--- config.mk ---
export PLATFORM = sky130hd
export DESIGN_NAME = sample_loader
export DESIGN_NICKNAME = d
export VERILOG_FILES = /design/src/rtl/fft_pkg.sv /design/src/rtl/sample_loader_bank_addr_gen.sv /design/src/rtl/sample_loader.sv
export SDC_FILE = /design/constraint.sdc
export NUM_CORES = 1
export LEC_CHECK = 0
export BUFFER_PORTS_ARGS = -buffer_cell sky130_fd_sc_hd__clkbuf_2
export CORE_MARGIN = 1.5
export CORE_UTILIZATION = 41
export DETAILED_ROUTE_END_ITERATION = 10
export PLACE_DENSITY = 0.74
export SYNTH_ARGS = -nofsm -noshare
export SYNTH_HDL_FRONTEND = slang
export SYNTH_HIERARCHICAL = 1
export SYNTH_SLANG_ARGS = --single-unit
export TNS_END_PERCENT = 1
--- constraint.sdc ---
create_clock -name clk -period 6.65 [get_ports clk]
set_clock_uncertainty 0.2 [all_clocks]
set_input_delay 1.33 -clock clk [delete_from_list [all_inputs] [get_ports clk]]
set_output_delay 1.33 -clock clk [all_outputs]
set_load 0.01 [all_outputs]
--- src/rtl/fft_pkg.sv ---
// Shared definitions for the FFT front end: loader state encoding and the
// default frame geometry used by fft_stage and sample_loader.
package fft_pkg;

    localparam int WORDSIZE_DEF   = 16;
    localparam int ADDRSIZE_DEF   = 8;
    localparam int NUMSAMPLES_DEF = 32;

    typedef enum logic [1:0] {
        ST_IDLE = 2'd0,
        ST_LOAD = 2'd1,
        ST_DONE = 2'd2
    } ld_state_e;

    // Samples are striped across four banks, so the low two counter bits pick the bank.
    function automatic logic [3:0] bank_onehot(input logic [1:0] sel);
        bank_onehot = 4'b0001 << sel;
    endfunction

endpackage

--- src/rtl/sample_loader_bank_addr_gen.sv ---
// Maps a frame sample counter onto the four-bank layout: sample n lands in
// bank n[1:0] at row n>>2.
module bank_addr_gen
    import fft_pkg::*;
#(
    parameter int ADDRSIZE = ADDRSIZE_DEF,
    parameter int CNTW     = 6
) (
    input  logic [CNTW-1:0]     cnt_i,
    output logic [3:0]          bank_oh_o,
    output logic [ADDRSIZE-1:0] addr_o
);

    assign bank_oh_o = bank_onehot(cnt_i[1:0]);
    assign addr_o    = ADDRSIZE'(cnt_i >> 2);

endmodule

--- src/rtl/sample_loader.sv ---
// Streams one frame of samples into four interleaved bank RAMs and hands the
// frame over to the FFT stage through ld_done.
//
//   state   | meaning
//   --------+-------------------------------------------------------------
//   ST_IDLE | waiting for ld_data; in_valid ignored
//   ST_LOAD | accepting samples, one registered bank write per beat
//   ST_DONE | whole frame in RAM, ld_done high until ld_data drops
module sample_loader
    import fft_pkg::*;
#(
    parameter int WORDSIZE   = WORDSIZE_DEF,
    parameter int ADDRSIZE   = ADDRSIZE_DEF,
    parameter int NUMSAMPLES = NUMSAMPLES_DEF
) (
    input  logic                clk,
    input  logic                rst_n,
    input  logic                ld_data,
    input  logic                in_valid,
    input  logic [WORDSIZE-1:0] in_data,
    output logic                in_ready,
    output logic [3:0]          wr_en,
    output logic [ADDRSIZE-1:0] wr_addr,
    output logic [WORDSIZE-1:0] wr_data,
    output logic                ld_done,
    output logic                init_error
);

    // One extra bit so the counter can never wrap inside a frame.
    localparam int              CNTW      = $clog2(NUMSAMPLES) + 1;
    localparam logic [CNTW-1:0] LAST_BEAT = CNTW'(NUMSAMPLES - 1);

    ld_state_e           state_q;
    logic [CNTW-1:0]     cnt_q;
    logic [3:0]          wr_en_q;
    logic [ADDRSIZE-1:0] wr_addr_q;
    logic [WORDSIZE-1:0] wr_data_q;
    logic                ld_done_q;
    logic                init_error_q;

    logic [3:0]          gen_bank;
    logic [ADDRSIZE-1:0] gen_addr;
    logic                accept;

    bank_addr_gen #(
        .ADDRSIZE (ADDRSIZE),
        .CNTW     (CNTW)
    ) u_bank_addr_gen (
        .cnt_i     (cnt_q),
        .bank_oh_o (gen_bank),
        .addr_o    (gen_addr)
    );

    assign in_ready   = (state_q == ST_LOAD);
    assign accept     = in_valid && in_ready;

    assign wr_en      = wr_en_q;
    assign wr_addr    = wr_addr_q;
    assign wr_data    = wr_data_q;
    assign ld_done    = ld_done_q;
    assign init_error = init_error_q;

    // Load sequencer; the write port and status flags are registered so the
    // final write and ld_done appear on the same cycle.
    always_ff @(posedge clk or negedge rst_n) begin
        if (!rst_n) begin
            state_q      <= ST_IDLE;
            cnt_q        <= '0;
            wr_en_q      <= '0;
            wr_addr_q    <= '0;
            wr_data_q    <= '0;
            ld_done_q    <= 1'b0;
            init_error_q <= 1'b0;
        end else begin
            wr_en_q <= '0;
            case (state_q)
                ST_IDLE: begin
                    if (ld_data) begin
                        state_q      <= ST_LOAD;
                        cnt_q        <= '0;
                        init_error_q <= 1'b0;
                    end
                end
                ST_LOAD: begin
                    // The last beat completes the frame even if ld_data drops with it.
                    if (accept && (cnt_q == LAST_BEAT)) begin
                        wr_en_q   <= gen_bank;
                        wr_addr_q <= gen_addr;
                        wr_data_q <= in_data;
                        cnt_q     <= cnt_q + CNTW'(1);
                        ld_done_q <= 1'b1;
                        state_q   <= ST_DONE;
                    end else if (!ld_data) begin
                        init_error_q <= 1'b1;
                        state_q      <= ST_IDLE;
                    end else if (accept) begin
                        wr_en_q   <= gen_bank;
                        wr_addr_q <= gen_addr;
                        wr_data_q <= in_data;
                        cnt_q     <= cnt_q + CNTW'(1);
                    end
                end
                ST_DONE: begin
                    if (!ld_data) begin
                        ld_done_q <= 1'b0;
                        state_q   <= ST_IDLE;
                    end
                end
                default: begin
                    state_q <= ST_IDLE;
                end
            endcase
        end
    end

endmodule

==> reports/metrics.cfg <==
[pwr]
peakVddDrop_uv=86.9
pwr_density_cell_nw_per_um2=286
static-leakage-power_nw=1.05

[logic_synthesis]
syn_area_per_cell_um2=13.9
syn_inst=129
synth_compound_area_share_pct=9.26
syn-cell-area_um2=1800
ys_async_sr_fraction_pct=100
synth_adder_area_share_pct=0.696
synth_warnings=6
synth_edf_count=0
synth_flop_cell=dfrtp_1
synth.mux.area_fraction_pct=20.0
synth_top_family_by_area=multiplexers
synth-simple-area-share_pct=9.40
synth_seq_cells=38
yosys.area_share.xor_xnor_pct=0
synthDistinctLibCells=35
ys_seq_area_share_pct=52.9

[timing]
tns_ps=0
finalHoldViolCount=0
grt_setup_unrepaired=no
finalCriticalPeriod_ps=2950
fmax_mhz=339
setup_viol=0
slew_violations=0
relSlewSlack_pct=39.5
worst_slew_pin_slew_ps=908
fin_crit_sh_pct=44.4

[die]
fp.dieH_um=69.2
ioPinCount=51
die_area_um2=4790
start_util_pct=43.7
die_w_um=69.2
fp-row-count=23
core_area_um2=4120

[grt]
antenna_found_initial=0
grt_max_degree=39
grt_overflow=0
grt.total_usage_pct=14.5
grt_pass1_wl_um=5620
grt_pass1_vias=1158

[routing]
vias_per_cell=5.04
vias=1139
routedWlPerCell_um=14.4
drt_wl_total_um=3240
drtIter0Drc=65
drtAntennaViolNets=0
drc=0
dr.pass1.iters=4

[worst_setup_path]
critPathKind=reg -> out
worst_setup_path_end_kind=output pin
regToRegSetupSlack_ps=4230
cp_max_fo=11
startpoint_type=flip-flop
cp_data_required_time_ps=5120
worstPathArrival_ps=1420

[clock_network]
ctsHoldBuffers=0
clock_path_buffers=2
cts_resized=0
cts.reportedPaths.clkPinSlew_ps=80
clock-root-buffer=clkbuf_8
post_cts_buffers=0
cts_htree_levels=2
numClockSinks=38
clk_latency_ps=290
cts_made_buffers=5
tritoncts=built

[layout]
nNetsFinal=197
utilization_pct=51.2
antenna_cells=0
area_growth_pct=17.2
drive_gt1_share_pct=54.0

[place]
portBuffers=50
gp_congestion=0.851
dp_hpwl_um=2280

[status]
status=finished clean

[job]
drv_cap=0

[hold_path]
hp-class=reg -> reg

[where the power goes]
part	leakage, nW	internal [W]	switching [W]
Combinational	0.523	0.0000656	0.0000493
Clock	0.0573	0.000120	0.0000781
Sequential	0.472	0.000264	0.0000260
Total	1.05	0.000450	0.000153
[critical path: stages (launching register included)]
cell and delay, ps:
dfrtp_1 550, nand2b_1 190, inv_1 220, clkbuf_2 170
[per-layer routing]
metal / GRT usage [%] / wire [um] / up-vias
li1: - / - / 538
met1: 19.1 / 1470 / 565
met2: 22.5 / 1570 / 34
met4: 5.66 / 34 / 0
met3: 4.36 / 169 / 2
met5: 0 / 0 / -
[cells by family (layout without fill, tap and decap cells)]
family / after synthesis / after routing
compound gates: 22 / 22
fa+ha+maj: 1 / 1
buf+inv: 15 / 59
flops: 38 / 38
mux: 26 / 26
other cells: 1 / 4
simple gates: 26 / 26
[registers in the layout, indices dropped and copies added, names as in the netlist]
name	flops
wr_addr	8
ld_done	1
state_q	2
cnt_q	6
init_error	1
wr_data	16
wr_en	4
[synth_stat cells, types with 2 or more instances]
cell type / instances / area share [%]
a21oi_1: 3 / 0.84
inv_1: 2 / 0.42
nand2_1: 5 / 1.0
buf_4: 8 / 3.3
mux2_2: 7 / 4.4
nor3_1: 2 / 0.56
nand2b_1: 2 / 0.70
nand3b_1: 2 / 0.84
o21bai_1: 2 / 0.84
o31ai_1: 2 / 0.84
nor2_1: 3 / 0.63
and3_2: 5 / 2.1
dfrtp_1: 38 / 53
buf_12: 3 / 3.3
o21ai_0: 6 / 1.7
clkbuf_1: 2 / 0.42
o2bb2ai_1: 2 / 0.98
mux2_4: 18 / 15
[placed cells by master (no fill, tap or decap), types with 2 or more instances in the layout]
| cell | instances |
|---|---|
| clkbuf_2 | 50 |
| dfrtp_1 | 38 |
| mux2_4 | 18 |
| mux2_2 | 7 |
| o21ai_0 | 6 |
| clkbuf_8 | 6 |
| nand2_1 | 5 |
| and3_2 | 5 |
| conb_1 | 4 |
| nor2_1 | 3 |
| a21oi_1 | 3 |
| nand2b_1 | 2 |
| inv_1 | 2 |
| nand3b_1 | 2 |
| o31ai_1 | 2 |
| o21bai_1 | 2 |
| nor3_1 | 2 |
| o2bb2ai_1 | 2 |
[cell type report]
class	instances	area, um^2
inverters	2	7.51
well taps	50	62.6
flip-flops and latches	38	951
clock buffers	6	82.6
fillers	362	2010
repair buffers	50	250
multi-input cells	79	722
clock inverters	1	30.0
[per-stage QoR]
stage | total power [W] | area, um^2 | hold slack (ps) | instances | setup slack (ps)
4_1_cts | 0.000608 | 2110 | 311 | 226 | 3680
3_3_place_gp | 0.000407 | 1990 | 290 | 219 | 3610
5_1_grt | 0.000631 | 2110 | 315 | 226 | 3550
2_1_floorplan | 0.000369 | 1810 | 309 | 132 | 3820
6_report | 0.000603 | 2110 | 307 | 226 | 3700
3_5_place_dp | 0.000411 | 1990 | 294 | 219 | 3550
[worst paths after layout]
check / start / end / cells past startpoint
max in group asynchronous: rst_n / wr_data[11]$_DFFE_PN0P_ / 1
worst min register to register: wr_data[12]$_DFFE_PN0P_ / wr_data[12]$_DFFE_PN0P_ / 1
min in group asynchronous: rst_n / cnt_q[1]$_DFFE_PN0P_ / 1
worst min-delay path: wr_data[12]$_DFFE_PN0P_ / wr_data[12]$_DFFE_PN0P_ / 1
worst max-delay path: state_q[0]$_DFFE_PN0N_ / in_ready / 3
worst max register to register: cnt_q[0]$_DFFE_PN0P_ / wr_data[11]$_DFFE_PN0P_ / 5
(Power assumes the default switching activity.)
